--- src/rtl/alarm_check_service.sv ---
// Alarm check service: rings on MM:SS match, dismissed by a 10-switch game.
// Define ALARM_SNOOZE_EN to add the SNOOZE state driven by push_u.
module alarm_check_service #(
  parameter logic [9:0] LFSR_SEED      = 10'h2A5,
  parameter int         BLINK_BIT      = 23,
  parameter int         RING_TIMEOUT_S = 60,
  parameter int         GAME_TIMEOUT_S = 30,
  parameter int         SNOOZE_S       = 300
) (
  input  logic        clk_osc,
  input  logic        reset,
  input  logic        tick_1hz,
  input  logic        spdt4,
  input  logic [15:0] current_time,
  input  logic [15:0] alarm_time,
  input  logic        alarm_valid,
  input  logic        push_m,
  input  logic        push_u,
  input  logic [9:0]  game_sw,
  output logic [9:0]  game_led,
  output logic        ringing,
  output logic [2:0]  alarm_state,
  output logic        finish4,
  output logic [3:0]  miss_count
);

  typedef enum logic [2:0] {
`ifdef ALARM_SNOOZE_EN
    S_SNOOZE = 3'b011,
`endif
    S_IDLE   = 3'b000,
    S_RING   = 3'b001,
    S_GAME   = 3'b010,
    S_DONE   = 3'b100
  } state_t;

  state_t             r_state;
  state_t             w_next;
  logic               r_m_s1;
  logic               r_m_s2;
  logic               r_m_d;
  logic [9:0]         r_sw_s1;
  logic [9:0]         r_sw_s2;
  logic [BLINK_BIT:0] r_cnt;
  logic [9:0]         r_lfsr;
  logic [9:0]         r_target;
  logic [8:0]         r_timer;
  logic [3:0]         r_miss;
  logic               r_armed;
  logic               r_finish;

  logic w_edge_m;
  logic w_edge_u;
  logic w_match;
  logic w_tmr_clr;
  logic w_tmr_inc;
  logic w_latch;
  logic w_miss_inc;
  logic w_miss_clr;
  logic w_arm_clr;

  assign w_edge_m = r_m_s2 & ~r_m_d;
  assign w_match  = (current_time == alarm_time);

`ifdef ALARM_SNOOZE_EN
  logic r_u_s1;
  logic r_u_s2;
  logic r_u_d;

  assign w_edge_u = r_u_s2 & ~r_u_d;

  // Snooze button synchronizer and edge history
  always_ff @(posedge clk_osc or negedge reset) begin
    if (!reset) begin
      r_u_s1 <= 1'b0;
      r_u_s2 <= 1'b0;
      r_u_d  <= 1'b0;
    end else begin
      r_u_s1 <= push_u;
      r_u_s2 <= r_u_s1;
      r_u_d  <= r_u_s2;
    end
  end
`else
  logic w_unused_push_u;

  assign w_unused_push_u = push_u;
  assign w_edge_u        = 1'b0;
`endif

  // Synchronizers, blink counter and free-running LFSR
  always_ff @(posedge clk_osc or negedge reset) begin
    if (!reset) begin
      r_m_s1  <= 1'b0;
      r_m_s2  <= 1'b0;
      r_m_d   <= 1'b0;
      r_sw_s1 <= '0;
      r_sw_s2 <= '0;
      r_cnt   <= '0;
      r_lfsr  <= LFSR_SEED;
    end else begin
      r_m_s1  <= push_m;
      r_m_s2  <= r_m_s1;
      r_m_d   <= r_m_s2;
      r_sw_s1 <= game_sw;
      r_sw_s2 <= r_sw_s1;
      r_cnt   <= r_cnt + {{BLINK_BIT{1'b0}}, 1'b1};
      r_lfsr  <= {r_lfsr[8:0], r_lfsr[9] ^ r_lfsr[6]};
    end
  end

  // Next state and datapath controls; push edges beat ticks
  always_comb begin
    w_next     = r_state;
    w_tmr_clr  = 1'b0;
    w_tmr_inc  = 1'b0;
    w_latch    = 1'b0;
    w_miss_inc = 1'b0;
    w_miss_clr = 1'b0;
    w_arm_clr  = 1'b0;
    unique case (r_state)
      S_IDLE: begin
        if (tick_1hz && spdt4 && alarm_valid &&
            r_armed && w_match) begin
          w_next     = S_RING;
          w_tmr_clr  = 1'b1;
          w_miss_clr = 1'b1;
          w_arm_clr  = 1'b1;
        end
      end
      S_RING: begin
        if (!spdt4) begin
          w_next = S_IDLE;
        end else if (w_edge_m) begin
          w_next    = S_GAME;
          w_latch   = 1'b1;
          w_tmr_clr = 1'b1;
`ifdef ALARM_SNOOZE_EN
        end else if (w_edge_u) begin
          w_next    = S_SNOOZE;
          w_tmr_clr = 1'b1;
`endif
        end else if (tick_1hz) begin
          if (r_timer == 9'(RING_TIMEOUT_S - 1)) begin
            w_next    = S_IDLE;
            w_tmr_clr = 1'b1;
          end else begin
            w_tmr_inc = 1'b1;
          end
        end
      end
      S_GAME: begin
        if (!spdt4) begin
          w_next = S_IDLE;
        end else if (w_edge_m) begin
          if (r_sw_s2 == r_target) begin
            w_next = S_DONE;
          end else begin
            w_miss_inc = 1'b1;
            w_latch    = 1'b1;
            w_tmr_clr  = 1'b1;
          end
        end else if (tick_1hz) begin
          if (r_timer == 9'(GAME_TIMEOUT_S - 1)) begin
            w_next    = S_RING;
            w_tmr_clr = 1'b1;
          end else begin
            w_tmr_inc = 1'b1;
          end
        end
      end
`ifdef ALARM_SNOOZE_EN
      S_SNOOZE: begin
        if (!spdt4) begin
          w_next = S_IDLE;
        end else if (tick_1hz) begin
          if (r_timer == 9'(SNOOZE_S - 1)) begin
            w_next    = S_RING;
            w_tmr_clr = 1'b1;
          end else begin
            w_tmr_inc = 1'b1;
          end
        end
      end
`endif
      S_DONE: begin
        if (!spdt4) begin
          w_next = S_IDLE;
        end
      end
      default: begin
        w_next = S_IDLE;
      end
    endcase
  end

  // State register and finish pulse on DONE entry
  always_ff @(posedge clk_osc or negedge reset) begin
    if (!reset) begin
      r_state  <= S_IDLE;
      r_finish <= 1'b0;
    end else begin
      r_state  <= w_next;
      r_finish <= (w_next == S_DONE) &&
                  (r_state != S_DONE);
    end
  end

  // Timer, target, miss counter and re-arm flag
  always_ff @(posedge clk_osc or negedge reset) begin
    if (!reset) begin
      r_timer  <= '0;
      r_target <= '0;
      r_miss   <= '0;
      r_armed  <= 1'b1;
    end else begin
      if (w_tmr_clr) begin
        r_timer <= '0;
      end else if (w_tmr_inc) begin
        r_timer <= r_timer + 9'd1;
      end
      if (w_latch) begin
        r_target <= r_lfsr;
      end
      if (w_miss_clr) begin
        r_miss <= '0;
      end else if (w_miss_inc && (r_miss != 4'hF)) begin
        r_miss <= r_miss + 4'd1;
      end
      if (w_arm_clr) begin
        r_armed <= 1'b0;
      end else if (!w_match) begin
        r_armed <= 1'b1;
      end
    end
  end

  assign ringing     = (r_state == S_RING) & r_cnt[BLINK_BIT];
  assign game_led    = (r_state == S_GAME) ? r_target : '0;
  assign alarm_state = r_state;
  assign finish4     = r_finish;
  assign miss_count  = r_miss;

endmodule
--- config.mk ---
export PLATFORM = sky130hd
export DESIGN_NAME = alarm_check_service
export DESIGN_NICKNAME = d
export VERILOG_FILES = /design/src/rtl/alarm_check_service.sv
export SDC_FILE = /design/constraint.sdc
export NUM_CORES = 1
export LEC_CHECK = 0
export CELL_PAD_IN_SITES_DETAIL_PLACEMENT = 0
export CELL_PAD_IN_SITES_GLOBAL_PLACEMENT = 2
export CORE_AREA = 2 2 105 107
export CTS_BUF_LIST = sky130_fd_sc_hd__clkbuf_4
export CTS_CLUSTER_SIZE = 40
export DETAILED_ROUTE_END_ITERATION = 16
export DIE_AREA = 0 0 107 109
export PLACE_DENSITY = 0.87
export REMOVE_ABC_BUFFERS = 1
export SYNTH_ARGS = -nofsm -noshare
export SYNTH_HDL_FRONTEND = slang
export SYNTH_SLANG_ARGS = --single-unit
--- constraint.sdc ---
create_clock -name clk_osc -period 3 [get_ports clk_osc]
set_clock_uncertainty 0.05 [all_clocks]
set_input_delay 0.45 -clock clk_osc [delete_from_list [all_inputs] [get_ports clk_osc]]
set_output_delay 0.45 -clock clk_osc [all_outputs]
set_load 0.005 [all_outputs]
==> impl_results.md, run 1 <==
* Outcome: finished, final reports clean
* Via density at 4.81
* DRC violations left at 0
* Hold Slack at 123 ps
* Dpl hpwl at 4980 µm
* Final Setup Violations at 0
* Worst setup path category: flop to primary output
* EDFF count, synth at 0
* Vias at 2548
* Clock-pin slew on the worst setup and hold paths at 150 ps
* CTS tree: done
* Buf/Inv on CP at 2
* Post_cts resized at 0
* CP endpoint kind: primary output
* Area contributors post-synth: dfrtp_1 (54%), xor2_1 (7.9%), xnor2_1 (4.5%), dfstp_2 (4.3%), mux2_2 (3.1%)
* Non-filler cells in the finished layout at 530
* # rows at 38
* DR pass1 iterations at 4
* Hold buffer count at CTS at 0
* H-tree depth at 3
* Ant. Diodes at 0
* Initial antenna violation count at 0
* GRT overflow at 0
* Ports at 68
* Slew Limit Fails at 0
* Setup TNS at 0 ps
* Nets at 438
* Hold Vio Cnt, Final at 0
* DIE AREA at 11700 µm²
* RSZ-0062 raised after global routing: false
* Total of max-cap violations at 0
* Placed insts at 514
* Top-count cell post-synth: dfrtp_1
* CTS Buf Count at 9
* Gpl congestion at 0.728
* Post-CTS Setup Inserts at 0
* Clock sink count at 85
* Post-route ant nets at 0
* Vias in the first global route at 2493
* WL met1 at 3370 µm
* Final period util at 87.2%
* Register bit count reported by yosys at 85
* Leak pwr at 0.00202 µW
* Ys Warns at 0
* PwrDens at 414 nW/µm²
* Core Area at 10600 µm²
* Dominant synthesized flop cell: dfrtp_1
* Cell breakdown of the critical path: nand2b_4, nor2_1, buf_4, and2_1, clkdlybuf4s50_1
* CTS max path bufs at 2
* CP Data Arrival Time at 2120 ps
* Reg-to-Reg Start: alarm_state[0]
* Die Y-Extent at 109 µm
* Final instance area at 4660 µm²
* PortBufs at 66
* Root Driver: clkbuf_4
* Critical Path Start: alarm_state[0]
* Top cell type's share of synthesized area at 53.7%
* CP top delay family: buffers and inverters
* Sequential-to-total area share from yosys stat at 58.0%
* Largest net degree at the start of global routing at 86
* Chip width at 107 µm
* Initial Utilization at 34.7%
* P&R area growth vs syn at 26.7%
* Achievable Freq at 0.382 GHz
* Met2 WL at 3040 µm
* Wire length on met3 at 480 µm
* GRT Total Usage at 12.6%
* Share of cells above drive strength 1 at 11.5%
* CP required at 2500 ps
* Post-synth ARST share at 100%
* First-pass GRT wire length at 11700 µm
* Synth area leader: dfrtp_1
* Mapped Cells at 307
* Cell Area, Synth at 3680 µm²
* Type of origin of the critical path: flop
* Worst slew pin tran at 1030 ps
* Top sig layer: met4
* Distinct cell type count after synthesis at 41
* Routed len/inst at 13.2 µm
* # fillers at 1007
* Top cells by count, synth: dfrtp_1 (79), xor2_1 (33), nand3_1 (22), xnor2_1 (19), nand2_1 (13)
* Post-place instance area at 4530 µm²
* Worst VDD drop at 0.241 mV
* Slew headroom at 31.0%
* Minimum clock period at 2620 ps
* CP Max Fanout at 14
* Worst-Skew Late Latency at 430 ps
* Iter 0 DRT Violations at 102
* Crit-path slowest cell: dfrtp_1
* Syn Area/Cell at 12.0 µm²
* Worst min path class: primary input to async pin
* Total Wirelength at 6980 µm
* Critical Path Max Stage Delay at 500 ps
layout by cell type (no fill, tap or decap), types with 4 or more instances in the layout:
master and count:
dfrtp_1 79, clkdlybuf4s50_1 65, xor2_1 33, nand3_1 22
xnor2_1 19, nand2_1 13, and2_1 10, mux2_2 10
nor3_1 9, clkbuf_4 9, nor2_1 8, o21ai_0 8
nor4_1 8, nand4_1 7, inv_1 7, or3_1 6
or4_1 6, buf_4 6, dfstp_2 6, a21oi_1 5
a211oi_1 5, and4_1 4, nor2b_1 4, o31ai_1 4
ha_1 4
metal layers:
layer | vias to the layer above | GRT usage, %
met1 | 1232 | 17.1
met3 | 9 | 3.29
met2 | 64 | 19.6
li1 | 1243 | -
met5 | - | 0
met4 | 0 | 4.73
metrics by stage:
stage	total power (µW)	utilization [%]	worst slack [ps]
floorplan	1230	-	878
global placement	1320	42.7	338
detailed placement	1330	42.7	296
CTS	1960	44.0	352
global route	2030	44.0	258
finish	1930	44.0	384
sequential cells by signal (all words and copies together), names as in the netlist:
| signal | flops |
|---|---|
| alarm_state | 3 |
| r_m_d | 1 |
| r_armed | 1 |
| r_m_s1 | 1 |
| r_timer | 9 |
| r_cnt | 24 |
| r_sw_s1 | 10 |
| r_target | 10 |
| finish4 | 1 |
| r_sw_s2 | 10 |
| r_m_s2 | 1 |
| miss_count | 4 |
| r_lfsr | 10 |
logic make-up after synthesis:
| group | after synthesis | synth area share (%) |
|---|---|---|
| simple gates | 110 | 17.2 |
| xor+xnor | 52 | 12.4 |
| flops | 85 | 58.0 |
| compound gates | 34 | 6.43 |
| buf+inv | 11 | 1.26 |
| mux | 11 | 3.33 |
| fa+ha+maj | 4 | 1.36 |
area by class of cell:
type	instances	area, µm²	area share (%)
Clock buffer	9	67.6	1.45
Clock inverter	7	65.1	1.40
Inverter	7	26.3	0.563
Multi-Input combinational cell	211	1500	32.1
Sequential cell	85	2130	45.8
Tap cell	140	175	3.76
Timing Repair Buffer	71	696	14.9
worst paths after layout:
check,to,slack (ps),depth (start not counted)
setup reg to reg,r_timer[5],670,5
setup / recovery,game_led[7],380,5
hold reg to reg,r_sw_s2[0],310,0
hold / removal,r_cnt[1],120,1
max in group asynchronous,r_m_s2,2110,1
min in group clk_osc,r_sw_s2[0],310,0
power by group:
| group | total, µW | internal [µW] | switching, µW |
|---|---|---|---|
| registers | 1180 | 1170 | 10.1 |
| clock network | 627 | 192 | 435 |
| logic | 127 | 73.3 | 53.8 |
| total | 1930 | 1430 | 499 |
worst register-to-register path, delay by kind of cell, from the launching register on:
| kind | cells | cell delay (ps) |
|---|---|---|
| AND/OR/NAND/NOR | 3 | 930 |
| flip-flops | 1 | 500 |
| AO/OA/AOI/OAI | 2 | 770 |
(Power assumes the default switching activity.)
==> run 2, diff against run 1 <==
- CORE_AREA: 2 2 105 107 -> 3 3 106 108
- DIE_AREA: 0 0 107 109 -> 0 0 109 111
==> run 2 against run 1 <==
  * Cell area is 1.8% higher
  * Setup slack got worse by 120 ps
  * Non-clock buffer count increased by 2
  * Flip-flop and latch count unchanged
  * Final cell count down 0.38%
  * Wire length is 4.7% higher
  * Die area rose by 3.7%
  * Sequential share of layout area decreased by 0.82 points
  * Largest cell class unchanged
==> impl_results.md, run 2 (synthesis gave the netlist of run 1 again) <==
* Clock-pin slew on the worst setup and hold paths at 130 ps (was 150 ps)
* FF-to-FF path depth at 5 (unchanged)
* CP Data Arrival Time at 2230 ps (was 2120 ps)
* Post-route ant nets at 0 (unchanged)
* Iter 0 DRT Violations at 126 (was 102)
* Worst VDD drop at 0.265 mV (was 0.241 mV)
* P&R area growth vs syn at 29.0% (was 26.7%)
* Fin util at 46.0% (was 44.0%)
* Dpl hpwl at 5220 µm (was 4980 µm)
* Final period util at 91.1% (was 87.2%)
* Die Y-Extent at 111 µm (was 109 µm)
* GRT Total Usage at 12.7% (was 12.6%)
* Vias at 2561 (was 2548)
* Final Setup Violations at 0 (unchanged)
* Routed len/inst at 13.8 µm (was 13.2 µm)
* Gpl congestion at 0.758 (was 0.728)
* H-tree depth at 3 (unchanged)
* Total of max-cap violations at 0 (unchanged)
* Vias in the first global route at 2601 (was 2493)
* Post-CTS Setup Inserts at 0 (unchanged)
* Initial Utilization at 35.6% (was 34.7%)
* Ant. Diodes at 0 (unchanged)
* Sw frac at 20.5% (was 25.8%)
* Clock power share at 40.5% (was 32.5%)
* PortBufs at 66 (unchanged)
* GRT overflow at 0 (unchanged)
* Via density at 4.85 (was 4.81)
* Most common cell after layout, fill and taps aside: dfrtp_1 (unchanged)
* # rows at 37 (was 38)
* Largest register FFs at 24 (unchanged)
* CP Max Fanout at 8 (was 14)
* Achievable Freq at 0.366 GHz (was 0.382 GHz)
* Leak pwr at 0.00207 µW (was 0.00202 µW)
* First-pass GRT wire length at 12300 µm (was 11700 µm)
* PnR worst setup slack at 267 ps (was 384 ps)
* Sequential share of power at 53.6% (was 60.9%)
* Combinational power share at 5.9% (was 6.6%)
* Worst setup path category: flop to primary output (unchanged)
* RSZ-0062 raised after global routing: false (unchanged)
* Net switching power at 449 µW (was 499 µW)
* Core Area at 10300 µm² (was 10600 µm²)
* CP required at 2500 ps (about the same)
* Chip width at 109 µm (was 107 µm)
* CTS max path bufs at 2 (unchanged)
* Worst-Skew Late Latency at 420 ps (was 430 ps)
* CP endpoint kind: primary output (unchanged)
* Hold buffer count at CTS at 0 (unchanged)
* Clock sink count at 85 (unchanged)
* Total Power at 2190 µW (was 1930 µW)
* Type of origin of the critical path: flop (unchanged)
* # fillers at 977 (was 1007)
* PwrDens at 462 nW/µm² (was 414 nW/µm²)
* Ports at 68 (unchanged)
* Hold Vio Cnt, Final at 0 (unchanged)
* Setup TNS at 0 ps (unchanged)
* DIE AREA at 12100 µm² (was 11700 µm²)
* DR pass1 iterations at 4 (unchanged)
* Commonest non-fill, non-tap cells in the layout: dfrtp_1 (79), clkdlybuf4s50_1 (65), xor2_1 (33), nand3_1 (22), xnor2_1 (19) (unchanged)
* Register with the most flip-flops: r_cnt (unchanged)
* Outcome: finished, final reports clean (unchanged)
* Minimum clock period at 2730 ps (was 2620 ps)
* CTS Buf Count at 9 (unchanged)
* DP Worst Slack at 478 ps (was 296 ps)
* Placed insts at 512 (was 514)
* Slew headroom at 31.1% (was 31.0%)
* Reg-to-Reg Start: alarm_state[0] (unchanged)
* Share of cells above drive strength 1 at 12.0% (was 11.5%)
* DRC violations left at 0 (unchanged)
* Reg2reg end: r_timer[3] (was r_timer[5])
* CTS tree: done (unchanged)
* Total Wirelength at 7310 µm (was 6980 µm)
* Non-filler cells in the finished layout at 528 (was 530)
* R2r setup slk at 660 ps (was 670 ps)
* Worst slew pin tran at 1030 ps (about the same)
* Largest net degree at the start of global routing at 86 (unchanged)
* Nets at 440 (was 438)
* Slew Limit Fails at 0 (unchanged)
* Initial antenna violation count at 0 (unchanged)
* Pint at 1740 µW (was 1430 µW)
* Root Driver: clkbuf_4 (unchanged)
* Worst min path class: primary input to async pin (unchanged)
## run 2: cell count changes in the layout (fill, tap and decap cells not counted), moves of 2 or more
cell       delta
inv_8         -2
buf_4         +2
inv_6         -3
bufinv_16     +4
## run 2: layout make-up
class / count / area [µm²] / area share [%]
clock buffer: 9 / 67.6 / 1.42
clock inverter: 7 / 138 / 2.90
inverter: 7 / 26.3 / 0.553
multi-input combinational: 211 / 1500 / 31.6
sequential: 85 / 2130 / 45.0
tap: 136 / 170 / 3.58
timing repair buffer: 73 / 711 / 15.0
## run 2: routing by layer
layer  track usage [%]  vias to the layer above  share of wire [%]
li1                  -                     1246                  -
met1              17.7                     1238                 48
met2              18.8                       69                 43
met3              4.14                        8                7.5
met4              3.96                        0               0.94
met5                 0                        -                  0
## run 2: worst max path at each step
| stage | start | to | slack, ps | cells after the start |
|---|---|---|---|---|
| 2_1_floorplan | alarm_state[0] | r_timer[5] | 880 | 5 |
| 3_3_place_gp | tick_1hz | r_timer[5] | 510 | 6 |
| 3_5_place_dp | spdt4 | r_timer[6] | 480 | 7 |
| 4_1_cts | alarm_state[0] | game_led[6] | 70 | 5 |
| 5_1_grt | alarm_state[0] | game_led[6] | 80 | 5 |
| 6_report | alarm_state[0] | game_led[3] | 270 | 5 |
## run 2: power groups by stage
stage / Sequential (µW) / Combinational (µW) / Clock [µW]
6_report: 1170 / 129 / 888
5_1_grt: 1180 / 142 / 967
4_1_cts: 1180 / 133 / 912
3_5_place_dp: 1200 / 132 / 0
3_3_place_gp: 1200 / 130 / 0
2_1_floorplan: 1190 / 33.6 / 0
## run 2: metrics by stage
step	cell area (µm²)	hold slack (ps)
floorplan	3660	104
global placement	4540	281
detailed placement	4540	286
CTS	4750	176
global route	4750	204
finish	4750	134
## run 2: repair_timing
item	in CTS	in global routing
hold endpoints to repair	0	0
resized for setup	0	1
endpoints found under the setup margin	0	5
## run 2: worst max-delay path, stage by stage (launching register included)
cell and delay, ps:
dfrtp_1 500, nand2b_4 210, nor2_2 250, buf_4 220
and2_1 140, clkdlybuf4s50_1 490
==> run 3, diff against run 2 <==
- SLEW_MARGIN: unset -> 20
==> run 3 against run 2 <==
  * The run now ends with hold timing left
  * Worst hold slack worse by 140 ps
  * Via count stayed put
  * Setup slack stayed put
  * Sequential power hardly changed
  * Largest power group unchanged
  * Core utilization hardly changed
  * Highest routed layer unchanged
  * Global-route usage stayed put
  * Largest cell class unchanged
==> impl_results.md, run 3 (synthesis gave the netlist of run 1 again) <==
* Initial antenna violation count at 0 (unchanged)
* Minimum clock period at 2730 ps (unchanged)
* Type of origin of the critical path: flop (unchanged)
* CTS Buf Count at 9 (unchanged)
* Clock-pin slew on the worst setup and hold paths at 130 ps (about the same)
* Ant. Diodes at 0 (unchanged)
* DR pass1 iterations at 4 (unchanged)
* Met1 Track Usage GR at 17.7% (unchanged)
* Share of cells above drive strength 1 at 12.0% (unchanged)
* Failing checks: hold timing
* CP required at 2500 ps (about the same)
* PortBufs at 66 (unchanged)
* Total Wirelength at 7310 µm (about the same)
* DRC violations left at 0 (unchanged)
* Clock sink count at 85 (unchanged)
* Largest register FFs at 24 (unchanged)
* DP Worst Slack at 478 ps (unchanged)
* R2r setup slk at 660 ps (about the same)
* Outcome: finished, violations left (was finished, final reports clean)
* Routed len/inst at 13.8 µm (about the same)
* Ports at 68 (unchanged)
* Final period util at 91.1% (unchanged)
* Worst setup path category: flop to primary output (unchanged)
* CP Max Fanout at 8 (unchanged)
* Register with the most flip-flops: r_cnt (unchanged)
* Vias in the first global route at 2601 (unchanged)
* PwrDens at 461 nW/µm² (was 462 nW/µm²)
* Setup TNS at 0 ps (unchanged)
* RSZ-0062 raised after global routing: false (unchanged)
* Worst VDD drop at 0.265 mV (about the same)
* P&R area growth vs syn at 29.1% (was 29.0%)
* Root Driver: clkbuf_4 (unchanged)
* Area of the multi-input gates at 1500 µm² (unchanged)
* Die Y-Extent at 111 µm (unchanged)
* Chip width at 109 µm (unchanged)
* Post-route ant nets at 0 (unchanged)
* Slew Limit Fails at 0 (unchanged)
* Reg-to-Reg Start: alarm_state[0] (unchanged)
* Worst-Skew Late Latency at 420 ps (about the same)
* DIE AREA at 12100 µm² (unchanged)
* Met2 GRT Util at 18.8% (unchanged)
* Largest net degree at the start of global routing at 86 (unchanged)
* Core Area at 10300 µm² (unchanged)
* CP endpoint kind: primary output (unchanged)
* Worst slew pin tran at 746 ps (was 1030 ps)
* Nets at 440 (unchanged)
* GRT Total Usage at 12.7% (unchanged)
* CTS max path bufs at 2 (unchanged)
* Leak pwr at 0.00207 µW (about the same)
* Achievable Freq at 0.366 GHz (unchanged)
* Hold Vio Cnt, Final at 1 (was 0)
* Met3 GRT Util at 4.14% (unchanged)
* # rows at 37 (unchanged)
* Worst min path class: primary input to async pin (unchanged)
* Iter 0 DRT Violations at 126 (unchanged)
* Via density at 4.85 (unchanged)
* Hold Slack at -3.40 ps (was 134 ps)
* Vias at 2561 (unchanged)
* # fillers at 975 (was 977)
* GRT overflow at 0 (unchanged)
* Most common cell after layout, fill and taps aside: dfrtp_1 (unchanged)
* Initial Utilization at 35.6% (unchanged)
* Gpl congestion at 0.758 (unchanged)
* PnR worst setup slack at 267 ps (unchanged)
* CTS tree: done (unchanged)
* CP Data Arrival Time at 2230 ps (about the same)
* Dpl hpwl at 5220 µm (unchanged)
* GRT busiest layer: met2 (unchanged)
* Slew headroom at 50.2% (was 31.1%)
* First-pass GRT wire length at 12300 µm (unchanged)
* Critical Path Start: alarm_state[0] (unchanged)
* Total of max-cap violations at 0 (unchanged)
* Commonest non-fill, non-tap cells in the layout: dfrtp_1 (79), clkdlybuf4s50_1 (65), xor2_1 (33), nand3_1 (22), xnor2_1 (19) (unchanged)
* H-tree depth at 3 (unchanged)
* Register area at 2130 µm² (unchanged)
* Post-CTS Setup Inserts at 0 (unchanged)
* Final Setup Violations at 0 (unchanged)
-- run 3: where the power goes --
part           switching [µW]  internal (µW)
registers                9.73           1170
logic                    54.7           74.8
clock network             384            503
-- run 3: through the flow --
stage / total power (µW) / instances / area (µm²) / utilization (%)
final: 2190 / 528 / 4750 / 46.0
after global routing: 2290 / 528 / 4750 / 46.0
after CTS: 2220 / 528 / 4750 / 46.0
after detailed placement: 1330 / 512 / 4540 / 44.0
after global placement: 1330 / 512 / 4540 / 44.0
after floorplan: 1230 / 303 / 3660 / -
-- run 3: what timing repair did --
| action | CTS | global route |
|---|---|---|
| setup endpoints to repair | 0 | 5 |
| resized for setup | 0 | 1 |
| hold buffers | 0 | 0 |
| hold endpoints to repair | 0 | 0 |
-- run 3: final cells by class --
class	instances	share of cell area, %
Clock buffer	9	1.42
Inverter	7	0.553
Multi-Input combinational cell	211	31.6
Tap cell	136	3.58
Timing Repair Buffer	73	15.0
Sequential cell	85	44.9
Clock inverter	7	2.90
-- run 3: per-layer routing --
metal	up-vias	share of wire, %
met5	-	0
met4	0	0.94
met3	8	7.5
met2	69	43
met1	1238	48
li1	1246	-
-- run 3: path summary, 6_finish.rpt --
| kind | end | cells after the start |
|---|---|---|
| hold reg to reg | r_sw_s2[3] | 0 |
| min in group clk_osc | r_sw_s2[3] | 0 |
| hold / removal | r_cnt[3] | 1 |
| setup / recovery | game_led[3] | 5 |
| max in group asynchronous | r_target[7] | 1 |
| setup reg to reg | r_timer[3] | 5 |
-- run 3: worst max-delay path: stages, from the launching register on --
cell and delay, ps:
dfrtp_1 500, nand2b_4 210, nor2_2 250, buf_4 220, and2_1 140, clkdlybuf4s50_1 490
